==> config.mk <==
export PLATFORM = sky130hd
export DESIGN_NAME = mealy_share_ctrl
export DESIGN_NICKNAME = d
export VERILOG_FILES = /design/src/rtl/mealy_share_ctrl.sv
export SDC_FILE = /design/constraint.sdc
export NUM_CORES = 1
export LEC_CHECK = 0
export BUFFER_PORTS_ARGS = -buffer_cell sky130_fd_sc_hd__buf_4
export CORE_MARGIN = 2
export CORE_UTILIZATION = 59
export CTS_BUF_LIST = sky130_fd_sc_hd__clkbuf_8
export DETAILED_ROUTE_END_ITERATION = 6
export PLACE_DENSITY_LB_ADDON = 0.2
export REMOVE_ABC_BUFFERS = 1
export SLEW_MARGIN = 25
export SYNTH_ARGS = -nofsm -noshare
export SYNTH_HDL_FRONTEND = slang
export SYNTH_SLANG_ARGS = --single-unit
export TNS_END_PERCENT = 100
==> constraint.sdc <==
create_clock -name clk -period 4.6 [get_ports clk]
set_input_delay 0.46 -clock clk [delete_from_list [all_inputs] [get_ports clk]]
set_output_delay 0.46 -clock clk [all_outputs]
set_load 0.05 [all_outputs]
==> src/rtl/mealy_share_ctrl.sv <==
// mealy_share_ctrl: round-robin arbiter that time-shares one serial Mealy machine between two requesters
module mealy_share_ctrl #(
    parameter int LEN = 8
) (
    input  logic           clk,
    input  logic           rst,
    input  logic           req0,
    input  logic [LEN-1:0] pat0,
    input  logic           req1,
    input  logic [LEN-1:0] pat1,
    output logic           gnt0,
    output logic           gnt1,
    output logic           busy,
    output logic           done0,
    output logic           done1,
    output logic [LEN-1:0] resp,
    output logic [2:0]     resp_state,
    output logic           fsm_rst_n,
    output logic           fsm_in,
    input  logic           fsm_out,
    input  logic [2:0]     fsm_state
);
    localparam int CW = $clog2(LEN + 1);
    typedef enum logic [1:0] {IDLE, CLR, RUN, FIN} state_t;
    state_t         state;
    logic [LEN-1:0] sh;
    logic [LEN-1:0] acc;
    logic [CW-1:0]  cnt;
    logic           last;
    logic           pick;
    // on a tie the requester not served last wins
    assign pick      = (req0 && req1) ? !last : req1;
    assign busy      = state != IDLE;
    assign fsm_in    = (state == RUN) && sh[LEN-1];
    assign fsm_rst_n = !(rst || state == CLR);
    always_ff @(posedge clk or posedge rst) begin
        if (rst) begin
            state      <= IDLE;
            sh         <= '0;
            acc        <= '0;
            cnt        <= '0;
            last       <= 1'b1;
            gnt0       <= 1'b0;
            gnt1       <= 1'b0;
            done0      <= 1'b0;
            done1      <= 1'b0;
            resp       <= '0;
            resp_state <= '0;
        end else begin
            done0 <= 1'b0;
            done1 <= 1'b0;
            case (state)
                IDLE: if (req0 || req1) begin
                    sh    <= pick ? pat1 : pat0;
                    gnt0  <= !pick;
                    gnt1  <= pick;
                    state <= CLR;
                end
                CLR: begin
                    cnt   <= '0;
                    state <= RUN;
                end
                RUN: begin
                    acc   <= {acc[LEN-2:0], fsm_out};
                    sh    <= {sh[LEN-2:0], 1'b0};
                    cnt   <= cnt + 1'b1;
                    state <= (cnt == CW'(LEN - 1)) ? FIN : RUN;
                end
                FIN: begin
                    resp       <= acc;
                    resp_state <= fsm_state;
                    done0      <= gnt0;
                    done1      <= gnt1;
                    last       <= gnt1;
                    gnt0       <= 1'b0;
                    gnt1       <= 1'b0;
                    state      <= IDLE;
                end
                default: state <= IDLE;
            endcase
        end
    end
endmodule

---- Yosys cells after proc, flatten, opt, wreduce, memory -nomap -nowiden ----
Cells that the tools add are included.
operators by class
  add/subtract/negate cells ............... 1
  equality and inequality tests ........... 5
  mux-type cells .......................... 14
  reductions and logical operators ........ 14
operators by type and width
  kind                                                             number
  8-bit two-way mux                                                2
  8-bit one-hot mux with 2 select lines                            1
  2-bit one-hot mux with 4 select lines                            1
  4-bit one-hot mux with 2 select lines                            1
  2-bit nonzero test                                               4
  1-bit two-way mux                                                6
  4-bit by 1-bit adder with 4-bit output, second input constant    1
  2-bit == test, second input constant                             2
  4-bit by 3-bit == test with 1-bit output, second input constant  1
  1-bit one-hot mux with 2 select lines                            2
  2-bit AND reduction                                              2
  1-bit zero test                                                  3
  2-bit by 1-bit == test with 1-bit output, second input constant  1
  1-bit logical AND                                                2
  2-bit zero test                                                  1
  1-bit logical OR                                                 2
  2-bit two-way mux                                                1
  2-bit inequality test, second input constant                     1
word-level totals
  flip-flop bits (word level) ............. 38
  input port bits ......................... 24
  output and inout bits ................... 18

---- Depth between registers and ports, before layout ----
  depth after elaboration ................. 5
  gate-level depth with buffers ........... 6
  mapped depth without buffers ............ 5

---- Worst setup path after synthesis ----
Ideal clock, no wire load.
  path type ............................... register to output
  start ................................... register state[0]
  end ..................................... output port fsm_in
  arrival ................................. 1,340 ps
  setup slack ............................. 2,800 ps
  cell stages (with the launch flop) ...... 5
  buffers on the path ..................... 1
  cell sequence ........................... dfrtp_1 inv_1 ha_1 buf_2 and2_1
on the way
  cells in the longest elaborated chain, start to end .. 2
RTL lines
  item                    line  source
  from (decl)             25    state_t state;
  from (signal assigned)  67    state <= (cnt == CW'(LEN - 1)) ? FIN : RUN;
  2-bit == test           34    assign fsm_in = (state == RUN) && sh[LEN-1];
  1-bit logical AND       34
  to (decl)               19    output logic fsm_in,
Every way passes these cells.

---- Worst setup path after layout ----
Ends and elaborated chain as after synthesis.

==> impl_metrics.ini <==
[outcome]
status = complete, but fails checks
violations = DRC

[drt]
drc = 4
drt_wl_total_um = 3470
antenna_left = 0
drt_pass1_iterations = 6
wire_per_inst_um = 15.6
vias = 1284
first_iter_violations = 70
vias_per_cell = 5.76

[final_layout]
n_fill_cell = 174
syn2layout_area_growth_pct = 23.5
diodes = 0
fin_nets = 221
seq_area_um2 = 952
multi_input_area_um2 = 748
drive_gt1_share_pct = 32.3

[placed_design]
portBuffers = 41
place_congestion = 0.833
hpwl_um = 2440

[sta]
setup-violations-final = 0
rsz0062_at_grt = no
skew_ns = 0.00615
timing.final.crit_share_pct = 53.4
slew_violations = 0
finalCriticalPeriod_ns = 2.46
max_freq_mhz = 407
fin_setup_tns_ns = 0
worstMarginPinSlew_ns = 0.866
maxSlewHeadroom_pct = 42.3
finalHoldViolCount = 0

[power_and_ir_drop]
intPower_uw = 986
p_switching_uw = 750
p_leak_uw = 0.00102
p_total_uw = 1740
vdd_drop_max_mv = 0.437
p_sw_share_pct = 43.2
powerDensity_nw_per_um2 = 791
seqPwrFrac_pct = 34.1
clkPwrFrac_pct = 15.9
power_frac_comb_pct = 50.0

[floorplan]
core_um2 = 2810
rows = 19
die_area_um2 = 3460
ios = 42
dieHeight_um = 58.9
dieWidth_um = 58.9
start_util_pct = 63.3

[global_route]
grt-ovfl-total = 0
grt_pass1_vias = 1320
grt_max_degree = 39
grt_first_pass_wirelength_um = 5910
track_usage_pct = 23.4
antenna_found_initial = 0

[clock_network]
cts.sinks = 38
clk_pin_slew_ns = 0.07
clockBufferDepth = 2
cts_tree = done
clock_latency_ns = 0.29
ctsHoldBuffers = 0
cts_htree_levels = 2
cts_root_buf = clkbuf_8
cts_buffers = 5
post_cts_buffers = 0
cts_resized = 0

[critical_path]
required_ns = 4.14
critPathLaunchType = flop
cp-end-kind = output port
path_max_fanout = 23
worstPathArrival_ns = 2.00
crit_type = flop to output port

[synth]
syn_inst = 150
netlist_area_um2 = 1780
synth.ff_latch_count = 38
ys_seq_area_share_pct = 53.6
avgSynthCellArea_um2 = 11.8
yosysWarnings = 0
synth.distinct_cells = 31

[job]
cap_violations = 0

[hold_path]
hold_path_class = input port to asynchronous set/reset pin
[final cells by class]
| type | count | share of cell area (%) |
|---|---|---|
| Tap cell | 31 | 1.77 |
| Sequential cell | 38 | 43.4 |
| Timing Repair Buffer | 42 | 14.4 |
| Multi-Input combinational cell | 96 | 34.1 |
| Clock inverter | 3 | 1.83 |
| Clock buffer | 5 | 3.14 |
| Inverter | 8 | 1.37 |
[layout by cell type, fill, tap and decap left out]
cell type,netlist,final
dfstp_2,1,1
clkbuf_8,0,5
clkinv_2,0,2
a41oi_1,1,1
mux2_1,12,12
buf_4,0,42
o22ai_1,1,1
mux2i_1,3,3
nand3b_1,1,1
nor3b_2,1,1
o2bb2ai_1,1,1
mux2_2,9,9
nand3_1,2,2
nor2b_1,1,1
nand2b_1,1,1
inv_1,8,8
nor2_1,10,10
a221oi_1,7,7
a21bo_2,1,1
a21oi_1,1,1
or2_1,1,1
o21ai_1,4,4
o31ai_1,7,7
and2_1,10,10
nand2_1,3,3
o21ai_0,10,10
bufinv_16,0,1
a22oi_1,1,1
o41ai_1,1,1
or2b_1,1,1
ha_1,6,6
dfrtp_1,37,37
[worst max-delay path: stages (launching register included)]
cell and delay (ns):
dfrtp_1 0.40, inv_1 0.13, ha_1 0.74, and2_1 0.23, buf_4 0.19
[registers in the layout, summed over array words and instances, names as in the netlist, 2 cells and up]
| signal | cells |
|---|---|
| sh | 8 |
| state | 2 |
| acc | 8 |
| cnt | 4 |
| resp_state | 3 |
| resp | 8 |
[stage by stage]
step                hold slack [ns]  worst slack (ns)  cells  util [%]  cell area [µm²]
floorplan                     0.457              2.58    142         -             1730
global placement              0.468              2.41    215      74.3             2080
detailed placement            0.477              2.29    215      74.3             2080
CTS                           0.292              2.14    223      78.2             2190
global route                  0.346              2.03    223      78.2             2190
finish                        0.286              2.14    223      78.2             2190
[synth_stat cells (all sizes together)]
library cell   n  share of area, %
o2bb2ai        1              0.49
dfrtp         37                52
a221oi         7               3.5
a21bo          1              0.56
nand3          2              0.56
nor3b          1              0.70
a21oi          1              0.28
nor2          10               2.1
clkbuf         1              0.21
nand2          3              0.63
mux2          21                13
buf            7               2.3
ha             6               4.2
mux2i          3               1.7
o22ai          1              0.35
o21ai         14               3.9
a41oi          1              0.49
nand2b         1              0.35
a22oi          1              0.42
dfstp          1               1.5
or2            1              0.35
o31ai          7               3.0
o41ai          1              0.49
or2b           1              0.42
nor2b          1              0.35
nand3b         1              0.42
and2          10               3.5
inv            8               1.7
[cells by family (layout without fill, tap and decap cells)]
| group | after synthesis | in the layout | share of synthesized area [%] |
|---|---|---|---|
| compound gates | 35 | 35 | 13.5 |
| simple gates | 31 | 31 | 9.44 |
| flops | 38 | 38 | 53.6 |
| mux | 24 | 24 | 15.0 |
| buf+inv | 16 | 58 | 4.23 |
| fa+ha+maj | 6 | 6 | 4.23 |
[power by group through the flow]
stage	Sequential (µW)	Combinational, µW	Clock, µW
global placement	587	841	0
detailed placement	600	869	0
finish	593	868	275
global route	613	943	294
CTS	593	874	282
floorplan	780	441	0
[layer usage]
layer / share of wire (%) / up-vias / global-route usage (%)
li1: - / 616 / -
met1: 42 / 616 / 28.9
met2: 50 / 46 / 37.5
met3: 6.9 / 6 / 7.69
met4: 1.3 / 0 / 10.4
met5: 0 / - / 0
[path summary, 6_finish.rpt]
path                               start            end  slack (ns)  cells after the start
max in group asynchronous            rst           last        3.96                      3
max                             state[0]         fsm_in        2.14                      4
min reg2reg                resp_state[1]  resp_state[1]        0.49                      1
min                                  rst       state[0]        0.29                      3
min in group clk            fsm_state[2]  resp_state[2]        0.38                      2
max reg2reg                     state[0]          sh[6]        2.28                      5
(Power assumes the default switching activity.)
